[src/rtl/uart_tx_arbiter_if.sv]
// Bundle of requester, transmitter and status signals around uart_tx_arbiter.
// slave: the arbiter's view. master: the client/transmitter side.
interface uart_tx_arbiter_if #(
    parameter int unsigned N_REQ  = 4,
    parameter int unsigned DATA_W = 32
);
    logic [N_REQ-1:0]        Req;
    logic [N_REQ*DATA_W-1:0] Req_Data;
    logic                    Tx_busy;
    logic [N_REQ-1:0]        Grant;
    logic [N_REQ-1:0]        Ack;
    logic [DATA_W-1:0]       Tx_data;
    logic                    Tx_start;
    logic                    Tx_err;
    logic                    Arb_busy;

    modport slave (
        input  Req, Req_Data, Tx_busy,
        output Grant, Ack, Tx_data, Tx_start, Tx_err, Arb_busy
    );

    modport master (
        output Req, Req_Data, Tx_busy,
        input  Grant, Ack, Tx_data, Tx_start, Tx_err, Arb_busy
    );
endinterface

[src/rtl/uart_tx_arbiter.sv]
// Round-robin arbiter sharing one UART transmitter among N_REQ requesters.
// Optional start-handshake watchdog: define UART_ARB_TIMEOUT_EN.
module uart_tx_arbiter #(
    parameter int unsigned N_REQ       = 4,
    parameter int unsigned DATA_W      = 32,
    parameter int unsigned TIMEOUT_CYC = 4096
) (
    input  logic             Clock_In,
    input  logic             Reset,
    uart_tx_arbiter_if.slave bus
);
    localparam int unsigned PTR_W = (N_REQ > 1) ? $clog2(N_REQ) : 1;

    if (N_REQ < 2 || N_REQ > 8) begin : g_bad_n_req
        $error("uart_tx_arbiter: N_REQ must be 2..8");
    end
    if (TIMEOUT_CYC < 2) begin : g_bad_timeout
        $error("uart_tx_arbiter: TIMEOUT_CYC must be at least 2");
    end

    typedef enum logic [1:0] {StIdle, StStart, StBusy, StDone} state_e;

    state_e            r_state, w_state_d;
    logic              r_sync1, r_busy_s;
    logic [PTR_W-1:0]  r_ptr, w_ptr_d;
    logic [PTR_W-1:0]  r_gnt_idx, w_gnt_idx_d;
    logic [N_REQ-1:0]  r_grant, w_grant_d;
    logic [N_REQ-1:0]  r_ack, w_ack_d;
    logic [DATA_W-1:0] r_tx_data, w_tx_data_d;
    logic              r_tx_start, w_tx_start_d;
    logic              r_arb_busy, w_arb_busy_d;

`ifdef UART_ARB_TIMEOUT_EN
    localparam int unsigned CNT_W = (TIMEOUT_CYC > 2) ? $clog2(TIMEOUT_CYC) : 1;
    logic [CNT_W-1:0] r_cnt, w_cnt_d;
    logic             r_tx_err, w_tx_err_d;
`endif

    logic [DATA_W-1:0] w_words [N_REQ];
    logic              w_sel_valid;
    logic [PTR_W-1:0]  w_sel_idx;
    logic [PTR_W-1:0]  w_cand_idx;
    int                w_cand;

    for (genvar gi = 0; gi < N_REQ; gi++) begin : g_words
        assign w_words[gi] = bus.Req_Data[gi*DATA_W +: DATA_W];
    end

    // Two-flop synchronizer for the transmitter's busy flag
    always_ff @(posedge Clock_In or negedge Reset) begin
        if (!Reset) begin
            r_sync1  <= 1'b0;
            r_busy_s <= 1'b0;
        end else begin
            r_sync1  <= bus.Tx_busy;
            r_busy_s <= r_sync1;
        end
    end

    // Cyclic first-set search from r_ptr; scanning backwards lets the nearest hit win
    always_comb begin
        w_sel_valid = 1'b0;
        w_sel_idx   = '0;
        w_cand      = 0;
        w_cand_idx  = '0;
        for (int i = int'(N_REQ) - 1; i >= 0; i--) begin
            w_cand = int'(r_ptr) + i;
            if (w_cand >= int'(N_REQ)) begin
                w_cand = w_cand - int'(N_REQ);
            end
            w_cand_idx = PTR_W'(w_cand);
            if (bus.Req[w_cand_idx]) begin
                w_sel_valid = 1'b1;
                w_sel_idx   = w_cand_idx;
            end
        end
    end

    // Next-state and registered-output logic for the grant/handshake FSM
    always_comb begin
        w_state_d    = r_state;
        w_ptr_d      = r_ptr;
        w_gnt_idx_d  = r_gnt_idx;
        w_grant_d    = r_grant;
        w_ack_d      = '0;
        w_tx_data_d  = r_tx_data;
        w_tx_start_d = r_tx_start;
`ifdef UART_ARB_TIMEOUT_EN
        w_cnt_d      = r_cnt;
        w_tx_err_d   = 1'b0;
`endif
        unique case (r_state)
            StIdle: begin
                if (w_sel_valid) begin
                    w_gnt_idx_d  = w_sel_idx;
                    w_grant_d    = N_REQ'(1) << w_sel_idx;
                    w_tx_data_d  = w_words[w_sel_idx];
                    w_tx_start_d = 1'b1;
                    w_state_d    = StStart;
`ifdef UART_ARB_TIMEOUT_EN
                    w_cnt_d      = '0;
`endif
                end
            end
            StStart: begin
                if (r_busy_s) begin
                    w_tx_start_d = 1'b0;
                    w_state_d    = StBusy;
`ifdef UART_ARB_TIMEOUT_EN
                end else if (r_cnt == CNT_W'(TIMEOUT_CYC - 1)) begin
                    // Transmitter never took the frame: abort and release the owner
                    w_tx_start_d = 1'b0;
                    w_ack_d      = r_grant;
                    w_tx_err_d   = 1'b1;
                    w_state_d    = StDone;
                end else begin
                    w_cnt_d      = r_cnt + 1'b1;
`endif
                end
            end
            StBusy: begin
                // Ack is registered on entry so it is high exactly during DONE
                if (!r_busy_s) begin
                    w_ack_d   = r_grant;
                    w_state_d = StDone;
                end
            end
            StDone: begin
                w_ptr_d   = (r_gnt_idx == PTR_W'(N_REQ - 1)) ? '0 : r_gnt_idx + 1'b1;
                w_grant_d = '0;
                w_state_d = StIdle;
            end
            default: begin
                w_state_d = StIdle;
            end
        endcase
        w_arb_busy_d = (w_state_d != StIdle);
    end

    // State and output registers
    always_ff @(posedge Clock_In or negedge Reset) begin
        if (!Reset) begin
            r_state    <= StIdle;
            r_ptr      <= '0;
            r_gnt_idx  <= '0;
            r_grant    <= '0;
            r_ack      <= '0;
            r_tx_data  <= '0;
            r_tx_start <= 1'b0;
            r_arb_busy <= 1'b0;
`ifdef UART_ARB_TIMEOUT_EN
            r_cnt      <= '0;
            r_tx_err   <= 1'b0;
`endif
        end else begin
            r_state    <= w_state_d;
            r_ptr      <= w_ptr_d;
            r_gnt_idx  <= w_gnt_idx_d;
            r_grant    <= w_grant_d;
            r_ack      <= w_ack_d;
            r_tx_data  <= w_tx_data_d;
            r_tx_start <= w_tx_start_d;
            r_arb_busy <= w_arb_busy_d;
`ifdef UART_ARB_TIMEOUT_EN
            r_cnt      <= w_cnt_d;
            r_tx_err   <= w_tx_err_d;
`endif
        end
    end

    assign bus.Grant    = r_grant;
    assign bus.Ack      = r_ack;
    assign bus.Tx_data  = r_tx_data;
    assign bus.Tx_start = r_tx_start;
    assign bus.Arb_busy = r_arb_busy;
`ifdef UART_ARB_TIMEOUT_EN
    assign bus.Tx_err   = r_tx_err;
`else
    assign bus.Tx_err   = 1'b0;
`endif

endmodule

[src/flat_wrapper.sv]
// flat-port wrapper written by rule: the top's interface ports become plain ports
module uart_tx_arbiter_flat 
#(
    parameter int unsigned N_REQ       = 4,
    parameter int unsigned DATA_W      = 32,
    parameter int unsigned TIMEOUT_CYC = 4096
)
  (Clock_In, Reset, bus_Req, bus_Req_Data, bus_Tx_busy, bus_Grant, bus_Ack, bus_Tx_data, bus_Tx_start, bus_Tx_err, bus_Arb_busy);
  uart_tx_arbiter_if #(.N_REQ(N_REQ), .DATA_W(DATA_W)) bus_i ();
  input  logic Clock_In;
  input  logic Reset;
  input wire logic [$bits(bus_i.Req)-1:0] bus_Req;
  input wire logic [$bits(bus_i.Req_Data)-1:0] bus_Req_Data;
  input wire logic [$bits(bus_i.Tx_busy)-1:0] bus_Tx_busy;
  output wire logic [$bits(bus_i.Grant)-1:0] bus_Grant;
  output wire logic [$bits(bus_i.Ack)-1:0] bus_Ack;
  output wire logic [$bits(bus_i.Tx_data)-1:0] bus_Tx_data;
  output wire logic [$bits(bus_i.Tx_start)-1:0] bus_Tx_start;
  output wire logic [$bits(bus_i.Tx_err)-1:0] bus_Tx_err;
  output wire logic [$bits(bus_i.Arb_busy)-1:0] bus_Arb_busy;
  assign bus_i.Req = bus_Req;
  assign bus_i.Req_Data = bus_Req_Data;
  assign bus_i.Tx_busy = bus_Tx_busy;
  assign bus_Grant = bus_i.Grant;
  assign bus_Ack = bus_i.Ack;
  assign bus_Tx_data = bus_i.Tx_data;
  assign bus_Tx_start = bus_i.Tx_start;
  assign bus_Tx_err = bus_i.Tx_err;
  assign bus_Arb_busy = bus_i.Arb_busy;
  uart_tx_arbiter #(.N_REQ(N_REQ), .DATA_W(DATA_W), .TIMEOUT_CYC(TIMEOUT_CYC)) u_core (.Clock_In(Clock_In), .Reset(Reset), .bus(bus_i));
endmodule
[config.mk]
export PLATFORM = sky130hd
export DESIGN_NAME = uart_tx_arbiter_flat
export DESIGN_NICKNAME = d
export VERILOG_FILES = /design/src/rtl/uart_tx_arbiter_if.sv /design/src/rtl/uart_tx_arbiter.sv /design/src/flat_wrapper.sv
export SDC_FILE = /design/constraint.sdc
export NUM_CORES = 1
export LEC_CHECK = 0
export CAP_MARGIN = 20
export CORE_MARGIN = 5
export CORE_UTILIZATION = 30
export CTS_BUF_LIST = sky130_fd_sc_hd__clkbuf_4 sky130_fd_sc_hd__clkbuf_8
export CTS_CLUSTER_SIZE = 25
export DETAILED_ROUTE_END_ITERATION = 16
export GPL_ROUTABILITY_DRIVEN = 0
export GPL_TIMING_DRIVEN = 0
export HOLD_SLACK_MARGIN = 0.06
export PLACE_DENSITY_LB_ADDON = 0.08
export SKIP_CTS_REPAIR_TIMING = 1
export SLEW_MARGIN = 10
export SYNTH_ARGS = -nofsm -noshare
export SYNTH_HDL_FRONTEND = slang
export SYNTH_SLANG_ARGS = --single-unit
[constraint.sdc]
create_clock -name Clock_In -period 1.9 [get_ports Clock_In]
set_input_delay 0.475 -clock Clock_In [delete_from_list [all_inputs] [get_ports Clock_In]]
set_output_delay 0.475 -clock Clock_In [all_outputs]
set_load 0.02 [all_outputs]
Yosys cells after proc, flatten, opt, wreduce, memory -nomap -nowiden
Index checks and enable logic that the tools add are counted.
- magnitude comparators: 9
- mux-type cells: 35
- shifts and indexed selects: 1
- bitwise gates (word level): 1
- equal/unequal tests: 6
- $add $sub $neg: 8
- reductions and logical operators: 7
- operator list (operator ; count):
    $bmux 32 s2 ; 1
    $mux 32 ; 2
    $mux 2 ; 12
    $ge 3x3->1 const B ; 4
    $lt 2x3->1 const B ; 4
    $mux 4 ; 3
    $mux 1 ; 10
    $bmux 1 s2 ; 4
    $pmux 2 s4 ; 1
    $pmux 4 s2 ; 1
    $sub 2x1->2 const B ; 4
    $add 2x2->3 const B ; 2
    $eq 2x2->1 const B ; 3
    $reduce_bool 2->1 ; 3
    $ne 2x1->1 const B ; 2
    $reduce_and 2->1 ; 2
    $shl 1x2->4 const A ; 1
    $add 2x1->3 const B ; 1
    $ge 2x3->1 const B ; 1
    $not 2->3 ; 1
    $reduce_and 3->1 ; 1
    $add 2x1->2 const B ; 1
    $eq 2x1->1 const B ; 1
    $logic_not 2->1 ; 1
    $pmux 1 s2 ; 1
- bits in registers: 50
- logic and storage cells: 77
- output and inout port bits: 43

Logic depth before layout (Yosys ltp)
- word-level depth: 13
- gate-level depth with buffers: 7

Worst setup path before layout
OpenSTA, ideal clock, no wires.
- kind: input-to-reg
- start: input bus_Req[2]
- end: register u_core.r_tx_data[0] (netlist: u_core.bus.Tx_data[0])
- stages: 7
- arrival time: 1639 ps
- path buffers: 2
- setup time: 126 ps
- setup slack: 135 ps
- cell sequence: nor4_4 nor3_4 or3b_1 buf_2 buf_6 a211oi_1 nor3_1
- word-level cells in the longest chain between the ends: 10
- RTL lines (element ; RTL line ; source):
    start, declared ; flat_wrapper.sv:12 ; input wire logic [$bits(bus_i.Req)-1:0] bus_Req;
    $bmux 1 s2 ; uart_tx_arbiter.sv:72 ; if (bus.Req[w_cand_idx]) begin
    $mux 1 (not written as such) ; uart_tx_arbiter.sv:72 ;
    $mux 2 (4 in a row) ; uart_tx_arbiter.sv:72 ;
    $not 2->3 (not written as such) ; uart_tx_arbiter.sv:97 ; w_tx_data_d = w_words[w_sel_idx];
    $bmux 32 s2 ; uart_tx_arbiter.sv:97 ;
    $mux 32 (not written as such) (2 in a row) ; uart_tx_arbiter.sv:97 ;
    end signal, assigned ; uart_tx_arbiter.sv:161 ; r_tx_data <= w_tx_data_d;
    end, declared ; uart_tx_arbiter.sv:29 ; logic [DATA_W-1:0] r_tx_data, w_tx_data_d;
Several ways; a longest one is shown, not always the timed one. The select of a mux whose other input is x is not followed.
A chain may end at the register's enable or synchronous reset.

Final worst setup path
- start: input bus_Req[0]
- end: register u_core.r_tx_data[29] (netlist: u_core.bus.Tx_data[29])
Same word-level chain as after synthesis.

==> impl_metrics.yaml <==
outcome:
  run_status: "finished with violations"
  violations: "setup timing"
timing:
  slew_headroom_pct: 65.0
  period_needed_ns: 1.91
  drv_slew: 0
  hold_viol: 0
  max_clock_freq_mhz: 523
  finalSetupViolCount: 1
  rsz0062_at_grt: "yes"
  fin_crit_sh_pct: 101
  setup_ws_ns: -0.0124
  worst_slew_pin_slew_ns: 0.525
  skew_ns: 0.00661
placed_design:
  dp.cells: 645
  port_buffers: 176
  dpl-instance-area_sq_mm: 0.00488
  dp_hpwl_um: 8610
power:
  power.density_mw_per_mm2: 1310
  max-vdd-ir-drop_v: 0.000492
  leakage_nw: 2.16
setup_path:
  cp_cell_sequence: "clkbuf_2 > nor4_4 > buf_4 > nor3_4 > or3b_1 > buf_6 > buf_8 > a211oi_2 > nor3_1"
  r2r_cells: 7
  critPathCaptureType: "flip-flop"
  r2r-end: "u_core.bus.Tx_data[29]"
  worstPathRequired_ns: 2.10
  slowest_stage: "or3b_1"
  r2r-start: "u_core.r_ptr[0]"
  critPathArrivalTime_ns: 2.11
  rrSetupSlack_ns: 0.02
  worstPathMaxFanout: 10
  slowest_delay_ns: 0.40
  path_class: "in2reg"
  start_kind: "input port"
floorplanning:
  row_count: 36
  die_area_sq_mm: 0.0119
  io_pins: 178
  coreArea_sq_mm: 0.00968
  die_y_um: 109
  die_x_um: 109
  initial_core_util_pct: 30.3
hold_path:
  hold_class: "in2async"
detailed_routing:
  ant_nets: 0
  drc: 0
  via_per_inst: 5.03
  drt_first_pass_iters: 4
  vias: 3312
  drt_iter0_markers: 98
  routed_wl_um: 11500
  wl_per_cell_um: 17.4
layout:
  final_cells: 659
  stdcell_area_sq_mm: 0.00525
  diodes: 0
  area_growth_pct: 78.7
  layout.nets: 661
  fillers: 937
  drive_above_1_share_pct: 16.5
  postLayoutCoreUtil_pct: 54.2
  final_cell_mix: "clkdlybuf4s50_1 (171), and3_1 (64), dfrtp_1 (49), nor2_1 (38), a211oi_1 (38)"
  layout_commonest_cell: "clkdlybuf4s50_1"
synth:
  synth_edf_count: 0
  muxShareOfSynthArea_pct: 1.11
  synth_nets: 471
  post_synth.cell_area_avg_sq_um: 8.77
  synth_xor_area_share_pct: 0
  synth_compound_area_share_pct: 20.6
  synth-simple-area-share_pct: 29.3
  synth_fa_ha_area_share_pct: 0.426
  synth_top_family_by_area: "simple AND/OR/NAND/NOR gates"
  synthArstFlopShare_pct: 100
  ys_seq_area_share_pct: 42.6
  synth_cells: 335
  ys.flop_type: "dfrtp_1"
  synth_area_sq_mm: 0.00294
  synth_seq_cells: 50
  synth_cell_types: 37
  yosysWarnings: 0
grt:
  grt_use_met1_pct: 22.8
  grtUsageMet3_pct: 6.63
  grt_pass1_vias: 3555
  grt_max_degree: 33
  grt_first_pass_wirelength_um: 17800
  grt_usage_pct: 19.1
  grt.busiest_layer: "met2"
  met2_usage_pct: 33.1
  gr-total-overflow: 0
  antenna_found_initial: 0
flow_run:
  maxCapViolCount: 0
clock_tree:
  cts_htree_levels: 2
  cts_tree: "built"
  clkSlewWorstSetupHoldPaths_ns: 0.10
  clk-insertion-delay-late_ns: 0.31
  cts_buffers: 5
  cts_root_buffer: "clkbuf_8"
  cts_sinks: 50
  clockBufferDepth: 2
-- sequential cells by signal (all words and copies together), names as in the netlist --
register,flops
u_core.r_busy_s,1
u_core.r_sync1,1
u_core.bus.Grant,4
u_core.bus.Ack,4
u_core.bus.Tx_data,32
u_core.r_gnt_idx,2
u_core.r_ptr,2
u_core.bus.Tx_start,1
u_core.r_state,2
u_core.bus.Arb_busy,1
-- synthesized netlist by cell type, drive strengths merged, types with 3 or more instances --
master,instances,area (sq um)
a211oi,64,480
o21ai,8,40.0
and2,6,37.5
and3,64,400
dfrtp,50,1250
nor2,38,143
clkbuf,27,101
buf,7,55.1
inv,4,15.0
nand2,7,26.3
a21oi,3,15.0
nor3,35,186
-- metrics by stage --
step	hold slack (ns)	power (W)	setup WS, ns	TNS, ns
6_report	0.108	0.00685	-0.0124	-0.0124
5_1_grt	0.136	0.00738	-0.0560	-0.701
4_1_cts	0.115	0.00654	-0.626	-17.25
3_5_place_dp	0.337	0.00585	-0.957	-29.47
3_3_place_gp	0.332	0.00579	-1.29	-92.67
2_1_floorplan	0.179	0.00409	0.135	0
-- power breakdown --
part | switching [W] | internal, W
registers | 0.000284 | 0.00154
clock network | 0.000408 | 0.000276
logic | 0.00233 | 0.00201
-- metal layers --
layer | share of wire, % | routed length (um)
met1 | 41 | 4750
met2 | 48 | 5540
met3 | 9.8 | 1130
met4 | 0.58 | 67
met5 | 0 | 0
-- worst max-delay path by stage --
stage,endpoint,slack (ns),start,cells after the start
5_1_grt,u_core.bus.Tx_data[15],-0.06,u_core.r_ptr[0],7
4_1_cts,u_core.bus.Tx_data[1],-0.63,bus_Req[1],7
3_5_place_dp,u_core.bus.Tx_data[1],-0.96,bus_Req[1],7
6_report,u_core.bus.Tx_data[29],-0.01,bus_Req[0],9
2_1_floorplan,u_core.bus.Tx_data[0],0.13,bus_Req[2],7
3_3_place_gp,u_core.bus.Tx_data[26],-1.29,Reset,1
-- critical path, delay by kind of cell --
kind	cells	cell delay, ns
and+or+nand+nor	4	0.78
buffers and inverters	4	0.60
AOI/OAI and AO/OA	1	0.24
-- layout make-up --
type | count | area [sq um] | share of cell area (%)
timing repair buffer | 183 | 1810 | 34.5
tap | 133 | 166 | 3.17
clock buffer | 5 | 68.8 | 1.31
clock inverter | 3 | 28.8 | 0.548
multi-input combinational | 247 | 1690 | 32.3
buffer | 34 | 214 | 4.08
inverter | 4 | 15.0 | 0.286
sequential | 50 | 1250 | 23.9
-- logic make-up (layout without fill, tap and decap cells) --
family / after synthesis / count (layout)
simple gates: 158 / 158
compound gates: 84 / 84
flops: 50 / 50
buf+inv: 38 / 229
mux: 3 / 3
fa+ha+maj: 1 / 1
other cells: 1 / 1
Power figures use the tool's default switching activity.
==> patch 1, RTL diff (same settings) <==
`r_tx_data` no longer has a reset.
--- a/src/rtl/uart_tx_arbiter.sv
+++ b/src/rtl/uart_tx_arbiter.sv
@@ -147,3 +147,2 @@
             r_ack      <= '0;
-            r_tx_data  <= '0;
             r_tx_start <= 1'b0;
@@ -160,3 +159,2 @@
             r_ack      <= w_ack_d;
-            r_tx_data  <= w_tx_data_d;
             r_tx_start <= w_tx_start_d;
@@ -168,2 +166,6 @@
         end
+    end
+
+    always_ff @(posedge Clock_In) begin
+        r_tx_data <= w_tx_data_d;
     end
Formal check against the unedited RTL: not equivalent (Yosys sat finds a counterexample within 4 cycles, from zero or initial values and one cycle with Reset low).
==> patch 1 against the unedited design <==
  * The flow still finishes with violations (negative setup slack)
  * Global-route usage fell by 5.4 points
  * Design area decreased by 3.5%
  * Power down 10%
  * Setup slack got worse by 37 ps
  * Register-to-register slack got worse by 70 ps
  * Sequential cell count is the same
  * Utilization grew 0.64 points
  * Area after synthesis down 3.4%
  * Maximum frequency shrank 1.9%
  * Wire length is 27% lower
==> patch 1: results (changes against the unedited design) <==
routed metal-1 wire length=3100 µm (-35%); kind of critical path=reg -> reg; Fin Setup TNS=-253 ps (-241 ps); share of total power in sequential cells=31.3% (+4.6 points); detail-routed net length per standard cell=15.8 µm (-9.5%); share of final-layout standard cells stronger than drive strength 1=10.1% (-6.4 points); failing checks=negative setup slack; Final Setup Violations=20 (+19); most instantiated cells after synthesis=mux2i_1 (96), edfxtp_1 (32), dfrtp_1 (18); Placed Instance Area=4770 µm² (-2.2%); Internal Dissipation=3870 µW (+1.0%); post-synthesis sequential area ratio=49.8% (+7.2 points); Largest delay share family, worst path=multiplexers; worst hold-check path type=reg -> reg; max_slew headroom=47.1% (-18 points); multiplexer area fraction after synthesis=35.1% (+34 points); met3 track utilization from global routing=6.44% (-0.19 points); cell depth of the worst flop-to-flop path=7 (unchanged); wire length on met2=4310 µm (-22%); number of enable-type register cells in the synthesized netlist=32 (+32); Async S/R FF share, synth=36.0% (-64 points); Static Leak=0.00222 µW (+2.9%); total instance count after detailed placement=519 (-20%); crit path DAT=2020 ps (-90 ps); run status=finished with violations; leading cell types by total area after synthesis=mux2i_1 (34%), edfxtp_1 (34%), dfrtp_1 (16%), buf_4 (2.4%), o21ai_0 (1.2%); power in sequential cells=1920 µW (+5%); Final Net Count=540 (-18%); maximum fanout along the worst path=7 (-3); least setup slack across all paths after layout=-49.3 ps (-36.9 ps); first-pass GRT wire length=12200 µm (-32%); DP HPWL=6690 µm (-22%); final routed wirelength across all metal layers=8420 µm (-27%); clock network power share=10.9% (+0.9 points); metal3 WL=930 µm (-18%); synthesized-area fraction occupied by adder cells=0.441% (+0.015 points); worst clock skew=7.53 ps (+0.918 ps); instance count of the mapped netlist=214 (-36%); cell with the biggest individual delay on the critical path=dfrtp_2; unique cell type count in the Yosys netlist=31 (-16%); Critical Path Sink=u_core.bus.Tx_data[4]
==> patch 1: cell count changes after synthesis, sizes merged, moves of 2 or more <==
cell    before  now
nand2        7    9
clkbuf      27    0
nor2b        1    4
mux2i        1   96
nor2        38    1
and3        64    0
dfrtp       50   18
edfxtp       0   32
and2         6    4
buf          7   12
a211oi      64    0
nor3        35    0
==> patch 1: worst register-to-register path: cells and delay by family, from the launching register on <==
kind | cells | cell delay [ps]
AOI/OAI and AO/OA | 1 | 210
muxes | 3 | 640
buffers and inverters | 3 | 410
DFF | 1 | 460
==> patch 1: area by class of cell <==
class | instances | area (µm²)
Buffer | 12 | 158
Clock buffer | 5 | 68.8
Clock inverter | 3 | 28.8
Fill cell | 824 | 4170
Inverter | 5 | 22.5
Multi-Input combinational cell | 147 | 1340
Sequential cell | 50 | 1410
Tap cell | 129 | 161
Timing Repair Buffer | 182 | 1870
Timing Repair inverter | 1 | 7.51
==> patch 2, RTL diff (config.mk and constraints unchanged) <==
Without the edit above. Add a define of `UART_ARB_TIMEOUT_EN`.
--- a/src/rtl/uart_tx_arbiter.sv
+++ b/src/rtl/uart_tx_arbiter.sv
@@ -2,2 +2,4 @@
 // Optional start-handshake watchdog: define UART_ARB_TIMEOUT_EN.
+`define UART_ARB_TIMEOUT_EN
+
 module uart_tx_arbiter #(
Formal check against the unedited RTL: same outputs for any inputs over 10 cycles, from zero or initial values and one cycle with Reset low; that may be too few to reach the edited logic, so the function may still have changed.
==> patch 2 against the unedited design <==
  * Sequential cell count increased by 13
  * Count of clock-buffer cells in the layout increased by 5
  * Clock skew increased by 0.84 ps
  * Area after synthesis increased by 26%
  * Setup slack got worse by 92 ps
  * Power increased by 44%
  * Combinational power increased by 44%
  * The run still ends with negative setup slack left
  * Utilization increased by 2.2 points
  * Critical path depth decreased by 1
  * Wire length increased by 30%
  * Critical endpoint is now u_core.bus.Tx_data[12]
  * Design area increased by 30%
==> patch 2: results (changes against the unedited design) <==
run status=finished with violations; failing checks=negative setup slack; cts bufs inserted=9 (+4); worst hold-check path type=reg -> reg; crit path launch=bus_Req[3]; xor and xnor area share after synthesis=1.89% (+1.9 points); delay of the slowest cell on the worst path=550 ps (+150 ps); peak supply drop=586 µV (+19%); Largest delay share family, worst path=simple AND/OR/NAND/NOR gates; leading cell types by total area after synthesis=dfrtp_1 (42%), mux2i_1 (8.6%), a211oi_1 (7.5%), o21ai_0 (5.7%), and3_1 (5.4%); met3 track utilization from global routing=6.06% (-0.57 points); First DRT Iteration DRCs=222 (+130%); number of H-tree levels=3 (+1); Port-buffer cells=177 (+0.57%); number of inserted diodes=0 (unchanged); clock latency on the worst-skew pair=340 ps (+30 ps); Clock Root Buffer=clkbuf_8; synthesized-area fraction occupied by ao, oa, aoi and oai cells=23.8% (+3.3 points); first-pass GRT wire length=21900 µm (+23%); worst clock skew=7.45 ps (+0.837 ps); cell with the biggest individual delay on the critical path=or4b_4; DP HPWL=10700 µm (+24%); Critical R2R Launch=u_core.r_ptr[1]; Largest register FFs=32 (unchanged); crit path DAT=2220 ps (+110 ps); Final Setup Violations=14 (+13); detail-routed net length per standard cell=19.0 µm (+8.9%); largest buffer count on any clock path=2 (unchanged); via count of the first global-routing pass=4234 (+19%); prevailing post-synth register cell=dfrtp_1; Worst Tran Pin Value=465 ps (-60.2 ps); least setup slack across all paths after layout=-104 ps (-91.8 ps); most instantiated cells after synthesis=dfrtp_1 (63), o21ai_0 (42), a211oi_1 (37); clock-pin slew reported for the worst setup and hold paths after clock tree synthesis=70 ps (-30 ps); Max Transition Viols Final=0 (unchanged); Critical Path Sink=u_core.bus.Tx_data[12]; synthesized-area fraction occupied by adder cells=2.02% (+1.6 points); filler cell count in the final layout=1079 (+15%); multiplexer area fraction after synthesis=8.93% (+7.8 points); count of TritonRoute iterations in the first routing pass=4 (unchanged); cell depth of the worst flop-to-flop path=6 (-1); largest net degree at the start of global routing=40 (+21%); GRT met1 Usage=23.1% (+0.36 points); antenna violations before repair=0 (unchanged); number of synthesis warnings=0 (unchanged); global-route usage over all layers=18.9% (-0.16 points); Static Leak=0.00281 µW (+30%); launch point of the worst hold path=u_core.r_sync1; post-synthesis sequential area ratio=42.5% (-0.12 points); met2 usage in global routing=32.5% (-0.57 points); share of final-layout standard cells stronger than drive strength 1=23.4% (+6.8 points); unique cell type count in the Yosys netlist=47 (+27%); routed via count divided by cell count=5.15 (+2.4%); Final Net Count=756 (+14%); maximum fanout along the worst path=10 (unchanged); synthesized net count=542 (+15%)
patch 2: changes by cell type in the layout (fill, tap and decap cells not counted), moves of 10 or more:
cell / delta
buf_4: +10
mux2i_1: +19
o21ai_0: +33
buf_6: +11
nor3_1: -30
o22ai_1: +32
and3_1: -32
nor2_1: -24
dfrtp_1: +10
nand2_1: +13
a211oi_1: -31
patch 2: worst min path at each step:
stage | cells past startpoint | endpoint | slack [ps]
final | 0 | u_core.r_busy_s | 350
after CTS | 1 | u_core.bus.Ack[0] | 30
after floorplan | 0 | u_core.bus.Ack[0] | 180
after global placement | 0 | u_core.r_busy_s | 330
after detailed placement | 0 | u_core.r_busy_s | 330
after global routing | 0 | u_core.r_busy_s | 350
patch 2: area by class of cell:
class / instances / area share (%)
Multi-Input combinational cell: 295 / 35.0
Timing Repair Buffer: 203 / 29.9
Sequential cell: 63 / 23.3
Buffer: 35 / 4.84
Tap cell: 168 / 3.09
Clock buffer: 10 / 2.02
Clock inverter: 6 / 1.36
Inverter: 8 / 0.442
patch 2: metal layers:
metal,vias up,wire (µm)
met1,1955,6160
met2,137,7490
met3,18,1130
met5,-,0
li1,1945,-
met4,0,178
patch 2: cell families (layout without fill, tap and decap cells):
kind of cell               count (synthesis)  count (layout)
and+or+nand+nor                          109             110
muxes                                     33              33
buffers and inverters                     44             262
DFF                                       63              63
adders and majority gates                  6               6
AOI/OAI and AO/OA                        138             138
xor gates and xnor gates                   8               8
patch 2: per-stage QoR:
stage,TNS (ps),setup slack [ps],area (µm²),std cells
after floorplan,-4120,-191,3730,401
after global placement,-170770,-1930,5720,746
after detailed placement,-51870,-1250,5730,747
after CTS,-34440,-891,5960,763
after global routing,-2590,-154,6800,788
final,-654,-104,6800,788
patch 2: report_power, final:
part / total [µW] / switching [µW] / internal, µW / leakage (µW)
sequential: 2230 / 339 / 1890 / 0.000775
clock: 1370 / 590 / 781 / 0.000109
combinational: 6270 / 3250 / 3020 / 0.00192
total: 9870 / 4180 / 5690 / 0.00281
